<file path="config.mk">
export PLATFORM = sky130hd
export DESIGN_NAME = dnn_accel_system_nios2_qsys_0_div_cell
export DESIGN_NICKNAME = d
export VERILOG_FILES = /design/src/rtl/dnn_accel_system_nios2_qsys_0_div_cell.sv
export SDC_FILE = /design/constraint.sdc
export NUM_CORES = 1
export LEC_CHECK = 0
export CORE_UTILIZATION = 50
export DETAILED_ROUTE_END_ITERATION = 10
export MAX_ROUTING_LAYER = met4
export PLACE_DENSITY_LB_ADDON = 0.08
export SYNTH_ARGS = -nofsm -noshare
export SYNTH_HDL_FRONTEND = slang
export SYNTH_SLANG_ARGS = --single-unit
export TNS_END_PERCENT = 30
</file>
<file path="constraint.sdc">
create_clock -name clk -period 11 [get_ports clk]
set_input_delay 1.65 -clock clk [delete_from_list [all_inputs] [get_ports clk]]
set_output_delay 1.65 -clock clk [all_outputs]
set_load 0.05 [all_outputs]
</file>
<file path="src/rtl/dnn_accel_system_nios2_qsys_0_div_cell.sv">
// dnn_accel_system_nios2_qsys_0_div_cell: radix-2 restoring divider, one quotient bit per cycle; `DIV_SIGNED_EN adds signed mode
module dnn_accel_system_nios2_qsys_0_div_cell #(
    parameter int WIDTH = 32
) (
    input  logic             clk,
    input  logic             reset,
    input  logic             M_div_start,
    input  logic             M_div_signed,
    input  logic [WIDTH-1:0] M_div_src1,
    input  logic [WIDTH-1:0] M_div_src2,
    output logic             M_div_busy,
    output logic             M_div_done,
    output logic [WIDTH-1:0] M_div_quot,
    output logic [WIDTH-1:0] M_div_rem,
    output logic             M_div_by_zero
);
    localparam int CW = $clog2(WIDTH);
    localparam logic [1:0] IDLE = 2'd0;
    localparam logic [1:0] CALC = 2'd1;
    localparam logic [1:0] DONE = 2'd3;
`ifdef DIV_SIGNED_EN
    localparam logic [1:0] FIXUP = 2'd2;
    logic sgn_q, sgn_d, neg_quot_q, neg_quot_d, neg_rem_q, neg_rem_d, a_neg, b_neg;
`else
    logic unused_signed;
    assign unused_signed = M_div_signed;
`endif
    logic [1:0]       state_q, state_d;
    logic [CW-1:0]    cnt_q, cnt_d;
    logic [WIDTH-1:0] r_q, r_d, q_q, q_d, d_q, d_d, quot_q, quot_d, rem_q, rem_d;
    logic             dz_q, dz_d, busy_q, busy_d, done_q, done_d, by_zero_q, by_zero_d;
    logic [WIDTH:0]   sh;
    logic [WIDTH-1:0] diff;
    logic             ge;

    // Next-state logic: operand capture, shift/subtract iteration, sign fixup and result publish
    always_comb begin
        state_d   = state_q;
        cnt_d     = cnt_q;
        r_d       = r_q;
        q_d       = q_q;
        d_d       = d_q;
        dz_d      = dz_q;
        busy_d    = busy_q;
        done_d    = 1'b0;
        quot_d    = quot_q;
        rem_d     = rem_q;
        by_zero_d = by_zero_q;
        sh        = {r_q, q_q[WIDTH-1]};
        ge        = sh >= {1'b0, d_q};
        diff      = sh[WIDTH-1:0] - d_q;
`ifdef DIV_SIGNED_EN
        sgn_d      = sgn_q;
        neg_quot_d = neg_quot_q;
        neg_rem_d  = neg_rem_q;
        a_neg      = M_div_signed & M_div_src1[WIDTH-1];
        b_neg      = M_div_signed & M_div_src2[WIDTH-1];
`endif
        case (state_q)
            IDLE: begin
                // done_q marks the cycle of the result pulse, during which starts are ignored
                if (M_div_start && !done_q) begin
                    state_d = CALC;
                    busy_d  = 1'b1;
                    cnt_d   = CW'(WIDTH - 1);
                    r_d     = '0;
                    dz_d    = M_div_src2 == '0;
`ifdef DIV_SIGNED_EN
                    q_d        = a_neg ? -M_div_src1 : M_div_src1;
                    d_d        = b_neg ? -M_div_src2 : M_div_src2;
                    sgn_d      = M_div_signed;
                    neg_quot_d = a_neg ^ b_neg;
                    neg_rem_d  = a_neg;
`else
                    q_d = M_div_src1;
                    d_d = M_div_src2;
`endif
                end
            end
            CALC: begin
                r_d   = ge ? diff : sh[WIDTH-1:0];
                q_d   = {q_q[WIDTH-2:0], ge};
                cnt_d = cnt_q - CW'(1);
`ifdef DIV_SIGNED_EN
                if (cnt_q == '0) state_d = sgn_q ? FIXUP : DONE;
`else
                if (cnt_q == '0) state_d = DONE;
`endif
            end
`ifdef DIV_SIGNED_EN
            FIXUP: begin
                // a zero divisor keeps the all-ones quotient; negating |src1| restores src1 as remainder
                q_d     = (neg_quot_q && !dz_q) ? -q_q : q_q;
                r_d     = neg_rem_q ? -r_q : r_q;
                state_d = DONE;
            end
`endif
            DONE: begin
                state_d   = IDLE;
                busy_d    = 1'b0;
                done_d    = 1'b1;
                quot_d    = q_q;
                rem_d     = r_q;
                by_zero_d = dz_q;
            end
            default: state_d = IDLE;
        endcase
    end

    // State registers with asynchronous reset that aborts any operation in flight
    always_ff @(posedge clk or posedge reset) begin
        if (reset) begin
            state_q   <= IDLE;
            cnt_q     <= '0;
            r_q       <= '0;
            q_q       <= '0;
            d_q       <= '0;
            dz_q      <= 1'b0;
            busy_q    <= 1'b0;
            done_q    <= 1'b0;
            quot_q    <= '0;
            rem_q     <= '0;
            by_zero_q <= 1'b0;
`ifdef DIV_SIGNED_EN
            sgn_q      <= 1'b0;
            neg_quot_q <= 1'b0;
            neg_rem_q  <= 1'b0;
`endif
        end else begin
            state_q   <= state_d;
            cnt_q     <= cnt_d;
            r_q       <= r_d;
            q_q       <= q_d;
            d_q       <= d_d;
            dz_q      <= dz_d;
            busy_q    <= busy_d;
            done_q    <= done_d;
            quot_q    <= quot_d;
            rem_q     <= rem_d;
            by_zero_q <= by_zero_d;
`ifdef DIV_SIGNED_EN
            sgn_q      <= sgn_d;
            neg_quot_q <= neg_quot_d;
            neg_rem_q  <= neg_rem_d;
`endif
        end
    end

    assign M_div_busy    = busy_q;
    assign M_div_done    = done_q;
    assign M_div_quot    = quot_q;
    assign M_div_rem     = rem_q;
    assign M_div_by_zero = by_zero_q;
endmodule
</file>
==> metrics.md, run 1 <==
| Metric | Value |
|---|---|
| CP endpoint | r_q[26] |
| Register bit count reported by yosys | roughly 170 |
| Gr ovfl total | 0 |
| Post-CTS resize count | 0 |
| Crit path DAT | roughly 3.7 ns |
| Final net count | 1046 |
| Final Setup Violations | 0 |
| CP max FO | 26 |
| Remaining DRCs | 0 |
| WL/cell | 17.78 um |
| Root Driver | clkbuf_16 |
| Critical path class | reg2reg |
| Max-slew violations | 0 |
| CTS Hold Bufs | 0 |
| Routed Antenna Nets | 0 |
| Ports | 135 |
| Slack of the worst reg-to-reg path | approximately 7.6 ns |
| Die W | around 130 um |
| Status | finished clean |
| Critical path depth | 11 |
| Max clock buf depth | 2 |
| Post-detail-place hpwl | about 14 mm |
| Post-Syn Area | around 0.0087 sq mm |
| Post-route clock period utilization | a little under a third |
| Slew headroom | around a quarter |
| Number of global-route vias before repair | 6848 |
| FMAX | 0.2955 GHz |
| TritonCTS clock tree | done |
| # Max-Cap Violations | 0 |
| Initial Util | about half |
| First-pass GRT wire length | 34.47 mm |
| Cell area after layout | ~0.011 sq mm |
| Final worst setup slack | between 7 and 8 ns |
| Post-Route Utilization | approximately 64% |
| Routed WL | ~21 mm |
| Die Footprint | between 0.015 and 0.02 sq mm |
| Crit-path slowest cell | a21oi_2 |
| GPL Wtd Cong | 0.9278 |
| Number of distinct library cells after synthesis | 65 |
| RSZ-0062 raised after global routing | no |
| Nature of the critical path endpoint | register |
| 1st-iter DRT viols | roughly 540 |
| Hold Crit Class | reg2reg |
| Ys Warns | 0 |
| Min cycle time layout | about 3.4 ns |
| Worst r2r dst | r_q[26] |
| Reg clk slew, reported paths | roughly 0.070 ns |
| PortBufs | approximately 130 |
| Fin. Hold Viols | 0 |
| Via count | 6851 |
| Reg2reg start | r_q[13] |
| Worst reg2reg path depth | 11 |
| Commonest cells in the netlist | dfrtp_1 (171), nand2_1 (84), inv_1 (70) |
| Number of core rows | 47 |
| Top-count cell post-synth | dfrtp_1 |
| Crit path max-delay family | compound AO/OA/AOI/OAI gates |
| Setup Skew | around 0.0096 ns |
| Buf/Inv on CP | 1 |
| Initial antenna violation count | 0 |
| Area Overhead vs Synth | 23.97% |
| CTS sink count | 171 |
| Largest area contributor in the netlist | dfrtp_1 |
| Synth Flop Type | dfrtp_1 |
| Syn nets | between 900 and 1000 |
| Critical path's largest stage delay | 0.62 ns |
| DR vias/cell | around 6 |
| DR pass1 iterations | 9 |
| Sequential share of the synthesized area | around 49% |
| Ys async rst share | 100.0% |
| Post-synth EDFFs | 0 |
| Setup_tns | 0 ns |
| CP cell instances | ha_1 -> a21o_1 -> a21o_1 -> a21oi_1 -> o221ai_1 -> a31o_4 -> a21oi_2 -> buf_4 -> nor3_1 -> mux2i_1 -> nand2_1 |
| Gr usage total | around a quarter |
| H-Tree Depth | 4 |
| Synth area leaders | dfrtp_1 (49%), mux2_2 (8.4%), ha_1 (4.9%) |
| Worst path required time | around 11 ns |
| Placed Area | roughly 0.01 sq mm |
| Largest net degree at the start of global routing | 88 |
| CP Launch Type | register |
| Worst skew pair latency | ~0.43 ns |
| Setup Fix Bufs, Post-CTS | 0 |
| Core ar. | between 0.015 and 0.02 sq mm |
| # diodes | 0 |
| Critical path's most frequent cell | a21o_1 |
| Synth top area share | between 40% and 50% |
| Start point of the critical path | r_q[13] |
| Post-placement worst setup slack | ~7 ns |
| Cts bufs inserted | 17 |
| Die Y | ~130 um |
| Syn Area/Cell | roughly 10 sq um |
| Slew @ Worst Pin | between 1 and 1.5 ns |
| Cells after Synth | about 830 |
| Share of layout cells above drive strength 1 | about an eighth |
## sequential cells by signal, indices dropped and copies added, names as in the netlist
register       count
dz_q               1
d_q               32
cnt_q              5
r_q               32
M_div_by_zero      1
q_q               32
M_div_busy         1
M_div_rem         32
M_div_done         1
state_q            2
M_div_quot        32
## metal layers
metal,global-route usage [%],routed length (um),up-vias
li1,-,-,3236
met1,32.86,9672,3384
met2,39.61,9826,204
met3,5.365,1060,27
met4,8.018,352,0
met5,-,0,-
## cell usage in the layout (no fill, tap or decap), types with 5 or more instances in the layout
master | Yosys | routed
nand2b_1 | 9 | 9
xnor2_1 | 11 | 11
buf_4 | 2 | 7
inv_1 | 70 | 69
and3_1 | 5 | 5
nor3_1 | 10 | 10
nand3_1 | 11 | 11
nor2_1 | 26 | 26
ha_1 | 34 | 34
dfrtp_1 | 171 | 171
mux2_2 | 65 | 65
clkbuf_16 | 0 | 17
o21ai_0 | 52 | 52
and2_1 | 5 | 5
nor4_1 | 11 | 11
mux2i_1 | 6 | 6
clkdlybuf4s50_1 | 0 | 133
a222oi_1 | 31 | 31
a31oi_1 | 7 | 7
nand2_1 | 84 | 84
a21o_1 | 11 | 11
o21ai_1 | 32 | 32
nor2b_1 | 7 | 6
a21oi_1 | 38 | 38
xor2_1 | 13 | 13
a32oi_1 | 13 | 13
nand4_1 | 9 | 9
## per-stage QoR
stage,hold slack [ns],instances
global placement,0.4609,1144
CTS,0.4930,1176
floorplan,0.4459,833
global route,0.5052,1176
finish,0.4900,1176
detailed placement,0.4810,1144
## area by class of cell
cell class,count,area (sq um)
fill,1403,6012
sequential,171,4279
multi-input combinational,542,3928
timing repair buffer,140,1384
clock buffer,17,425.4
tap,220,275.3
inverter,71,271.5
clock inverter,15,185.2
## cell families (layout without fill, tap and decap cells)
group           after synthesis  after routing  share of synthesized area [%]
simple gates                186            186                          10.15
flops                       171            171                          49.36
compound gates              226            226                          18.18
buf+inv                     120            243                          5.614
fa+ha+maj                    35             35                          5.138
mux                          71             71                          9.136
xor+xnor                     24             24                          2.425
## worst min-delay path by stage
| stage | from | endpoint | cells after the start |
|---|---|---|---|
| floorplan | cnt_q[3] | cnt_q[3] | 1 |
| global placement | cnt_q[3] | cnt_q[3] | 1 |
| detailed placement | M_div_busy | M_div_busy | 1 |
| CTS | cnt_q[3] | cnt_q[3] | 1 |
| global route | cnt_q[3] | cnt_q[3] | 1 |
| finish | M_div_busy | M_div_busy | 1 |
Power of run 1 is not shown: default switching activity piles up to over one toggle a cycle in this logic, so the estimate is an artifact.
==> run 2, diff against run 1 <==
Clock period 11 ns to 3.2 ns, I/O delays scaled along.
==> metrics.md, run 2 (same netlist as run 1, synthesis figures left out) <==
| Metric | Value |
|---|---|
| Multi-input logic area | ~0.004 sq mm |
| CP cell instances | inv_1 -> ha_1 -> fa_1 -> and2b_1 -> o211ai_2 -> a21boi_1 -> nor2_1 -> o31ai_4 -> a41oi_2 -> nor4b_1 -> a211o_1 -> o21ai_1 |
| Routed WL | 21.19 mm |
| Setup Fix Bufs, Post-CTS | 0 |
| Grt met3 use | about 4.6% |
| Worst path required time | 3.51 ns |
| Post-route clock period utilization | between 90% and 100% |
| Cts bufs inserted | 17 |
| Most common cell after layout, fill and taps aside | dfrtp_1 |
| Initial Util | 51.73% |
| CTS sink count | 171 |
| 1st-iter DRT viols | about 570 |
| Worst reg2reg path depth | 12 |
| Number of global-route vias before repair | around 7000 |
| # diodes | 0 |
| Core ar. | ~0.017 sq mm |
| Placed Area | ~0.010 sq mm |
| Commonest non-fill, non-tap cells in the layout | dfrtp_1 (171), clkdlybuf4s50_1 (133), nand2_1 (84) |
| Remaining DRCs | 0 |
| GPL Wtd Cong | a little over 0.9 |
| DP Cell Count | between 1000 and 1500 |
| Status | finished clean |
| Ports | about 140 |
| Slew headroom | 25.16% |
| Crit path DAT | roughly 3.4 ns |
| Nature of the critical path endpoint | register |
| FILL cells | roughly 1300 |
| DR pass1 iterations | 5 |
| # Max-Cap Violations | 0 |
| Area Overhead vs Synth | 25.57% |
| Setup Skew | 0.009432 ns |
| Reg clk slew, reported paths | roughly 0.07 ns |
| Gr ovfl total | 0 |
| CP Launch Type | register |
| TritonCTS clock tree | done |
| Final net count | ~1100 |
| Die Footprint | roughly 0.018 sq mm |
| Worst skew pair latency | approximately 0.43 ns |
| Fin cells | ~1200 |
| Crit path max-delay family | compound AO/OA/AOI/OAI gates |
| Initial antenna violation count | 0 |
| Largest net degree at the start of global routing | 65 |
| H-Tree Depth | 4 |
| Max clock buf depth | 2 |
| CTS Hold Bufs | 0 |
| Hold Crit Class | in2async |
| Buf/Inv on CP | 1 |
| Root Driver | clkbuf_16 |
| Die Y | between 100 and 150 um |
| Critical path's largest stage delay | roughly 0.38 ns |
| Max-slew violations | 0 |
| Final Hold Slack | 0.3977 ns |
| Via count | about 6900 |
| Met1 global-route usage | between 30% and 40% |
| Gr usage total | between 20% and 30% |
| Cell area after layout | around 0.011 sq mm |
| Register area | 0.004279 sq mm |
| Routed Antenna Nets | 0 |
| Slew @ Worst Pin | between 1 and 1.5 ns |
| Number of core rows | 47 |
| Share of layout cells above drive strength 1 | 13.41% |
| Die W | ~130 um |
| Slack of the worst reg-to-reg path | around 0.16 ns |
| GR peak layer | met2 |
| Post-detail-place hpwl | 15.01 mm |
| CP max FO | 4 |
| First-pass GRT wire length | between 30 and 40 mm |
| Final Setup Violations | 0 |
| RSZ-0062 raised after global routing | no |
| FMAX | approximately 0.33 GHz |
| Fin. Hold Viols | 0 |
| Critical path class | reg2reg |
| PortBufs | 133 |
| Post-CTS resize count | 0 |
| Critical path depth | 12 |
| Min cycle time layout | 3.039 ns |
| Setup_tns | 0 ns |
| Met2 Track Usage GR | between 30% and 40% |
| WL/cell | 17.93 um |
| Crit-path slowest cell | dfrtp_1 |
| DR vias/cell | between 5 and 6 |
-- run 2: cell count changes in the layout (fill, tap and decap cells not counted), moves of 2 or more --
cell / delta
buf_4: +2
clkinv_4: -3
buf_12: +5
clkbuf_8: +2
-- run 2: area by class of cell --
| class | instances | share of cell area [%] |
|---|---|---|
| flip-flops and latches | 171 | 39.31 |
| multi-input cells | 542 | 36.16 |
| repair buffers | 147 | 13.77 |
| clock buffers | 19 | 4.160 |
| well taps | 220 | 2.528 |
| inverters | 71 | 2.482 |
| clock inverters | 12 | 1.598 |
-- run 2: layer usage --
layer,vias to the layer above,wire [um]
li1,3254,-
met1,3413,9938
met2,182,9967
met3,22,1006
met4,0,276
met5,-,0
-- run 2: stage by stage --
step                util, %  setup WS, ns
global placement      61.16        0.2539
global route          64.96       0.02543
detailed placement    61.16        0.1290
finish                64.96        0.1615
CTS                   64.90       0.02037
floorplan                 -        0.5373
-- run 2: worst paths after layout --
| path | startpoint | end |
|---|---|---|
| max in group asynchronous | reset | M_div_quot[7] |
| setup reg to reg | q_q[31] | r_q[30] |
| hold reg to reg | M_div_busy | M_div_busy |
| min in group clk | M_div_busy | M_div_busy |
| setup / recovery | q_q[31] | r_q[30] |
| hold / removal | reset | M_div_rem[24] |
Power of run 2 is left out for the same reason.
==> run 3, diff against run 2 <==
Settings changed: CORE_UTILIZATION 50 to 49.
Clock period 3.2 ns to 2.5 ns, I/O delays scaled along.
==> metrics.md, run 3 (same netlist as run 1, synthesis figures left out) <==
| Metric | Value |
|---|---|
| Remaining DRCs | 0 |
| Number of core rows | between 40 and 50 |
| Number of global-route vias before repair | approximately 7400 |
| Slew headroom | just over 40% |
| Post-route clock period utilization | 106.1% |
| Root Driver | clkbuf_16 |
| Gr usage total | a little over a quarter |
| Largest net degree at the start of global routing | 95 |
| Min cycle time layout | roughly 2.7 ns |
| PortBufs | between 100 and 150 |
| 1st-iter DRT viols | roughly 700 |
| Final Setup Violations | 11 |
| DR vias/cell | between 5 and 6 |
| Core ar. | around 0.017 sq mm |
| H-Tree Depth | 4 |
| Die Y | roughly 140 um |
| Worst skew pair latency | 0.43 ns |
| Most common cell after layout, fill and taps aside | dfrtp_1 |
| Final net count | around 1200 |
| FMAX | 0.3771 GHz |
| Area Overhead vs Synth | 39.78% |
| Post-detail-place hpwl | between 15 and 20 mm |
| Gr ovfl total | 0 |
| # Max-Cap Violations | 0 |
| Reg clk slew, reported paths | 0.07 ns |
| CTS sink count | ~170 |
| RSZ-0062 raised after global routing | yes |
| Setup_tns | -0.7572 ns |
| Share of layout cells above drive strength 1 | a little over a quarter |
| Routed Antenna Nets | 0 |
| Worst reg2reg path depth | 13 |
| Hold Crit Class | in2async |
| DP Cell Count | 1241 |
| Crit path DAT | 2.96 ns |
| Nature of the critical path endpoint | register |
| # diodes | 0 |
| CP max FO | 3 |
| Cts bufs inserted | 17 |
| GPL Wtd Cong | roughly 0.87 |
| Die Footprint | ~0.018 sq mm |
| Slack of the worst reg-to-reg path | -0.15 ns |
| First-pass GRT wire length | around 37 mm |
| Initial Util | approximately 50% |
| CP Launch Type | register |
| Ports | approximately 140 |
| Worst path required time | approximately 2.8 ns |
| Failing checks | negative setup slack |
| TritonCTS clock tree | done |
| Commonest non-fill, non-tap cells in the layout | dfrtp_1 (171), clkdlybuf4s50_1 (133), buf_4 (106) |
| DR pass1 iterations | 8 |
| Max clock buf depth | 2 |
| Post-Route Utilization | roughly 70% |
| Fin. Hold Viols | 0 |
| Die W | 135.0 um |
| Status | finished, violations left |
| Reg2reg start | q_q[31] |
| Slew @ Worst Pin | 0.8854 ns |
| WL/cell | 18.15 um |
| Via count | around 7400 |
| Fin cells | 1295 |
| Routed WL | 23.51 mm |
| Critical path class | reg2reg |
| Max-slew violations | 0 |
| Final Hold Slack | about 0.44 ns |
| Initial antenna violation count | 0 |
| Final worst setup slack | -0.1517 ns |
| Worst r2r dst | r_q[24] |
| Setup Skew | approximately 0.01 ns |
==> run 3: changes by cell type in the layout (fill, tap and decap cells not counted), moves of 6 or more <==
cell / before / now
ha_4: 0 / 11
buf_4: 9 / 106
a21oi_1: 38 / 30
buf_6: 0 / 6
a21oi_2: 3 / 9
ha_1: 34 / 18
==> run 3: how the worst max path moves through the flow <==
stage	startpoint	to	slack (ns)	depth (start not counted)
after floorplan	reset	M_div_busy	-0.06	1
after global placement	q_q[31]	r_q[30]	-0.20	12
after detailed placement	q_q[31]	r_q[30]	-0.25	12
after CTS	q_q[31]	r_q[24]	-0.15	13
after global routing	q_q[31]	r_q[28]	-0.27	13
final	q_q[31]	r_q[24]	-0.15	13
==> run 3: area by class of cell <==
class / instances / area, sq um
fill: 1291 / 5179
clock inverter: 13 / 135.1
sequential: 171 / 4279
timing repair buffer: 255 / 2415
multi-input combinational: 542 / 4308
clock buffer: 18 / 429.2
inverter: 71 / 270.3
tap: 225 / 281.5
==> run 3: worst max-delay path, cell delays in order, from the launching register on <==
cell	delay, ns
dfrtp_1	0.40
inv_2	0.08
ha_4	0.13
fa_2	0.19
and2b_1	0.20
o211ai_2	0.15
a21boi_2	0.09
buf_4	0.14
o31a_1	0.26
a41o_4	0.29
nor4_4	0.27
nor2_2	0.08
xnor2_1	0.16
o21ai_1	0.07
==> run 3: timing repair <==
action	CTS	global route
hold buffers	0	0
cloned	2	1
endpoints found under the setup margin	33	33
setup buffers	10	10
pin swaps	36	26
gates resized for setup	38	41
==> run 3: metrics by stage <==
step / worst slack [ns] / area, sq um
finish: -0.1517 / 12120
global route: -0.2697 / 12120
CTS: -0.1490 / 11840
detailed placement: -0.2497 / 10920
global placement: -0.2013 / 10920
floorplan: -0.05770 / 8683
==> run 3: layer usage <==
layer	global-route usage (%)	part of all wire, %	up-vias
met3	4.279	5.1	30
met2	42.64	48	254
met4	8.926	1.7	0
met1	35.82	45	3695
met5	-	0	-
li1	-	-	3464
Power of run 3 is left out for the same reason.
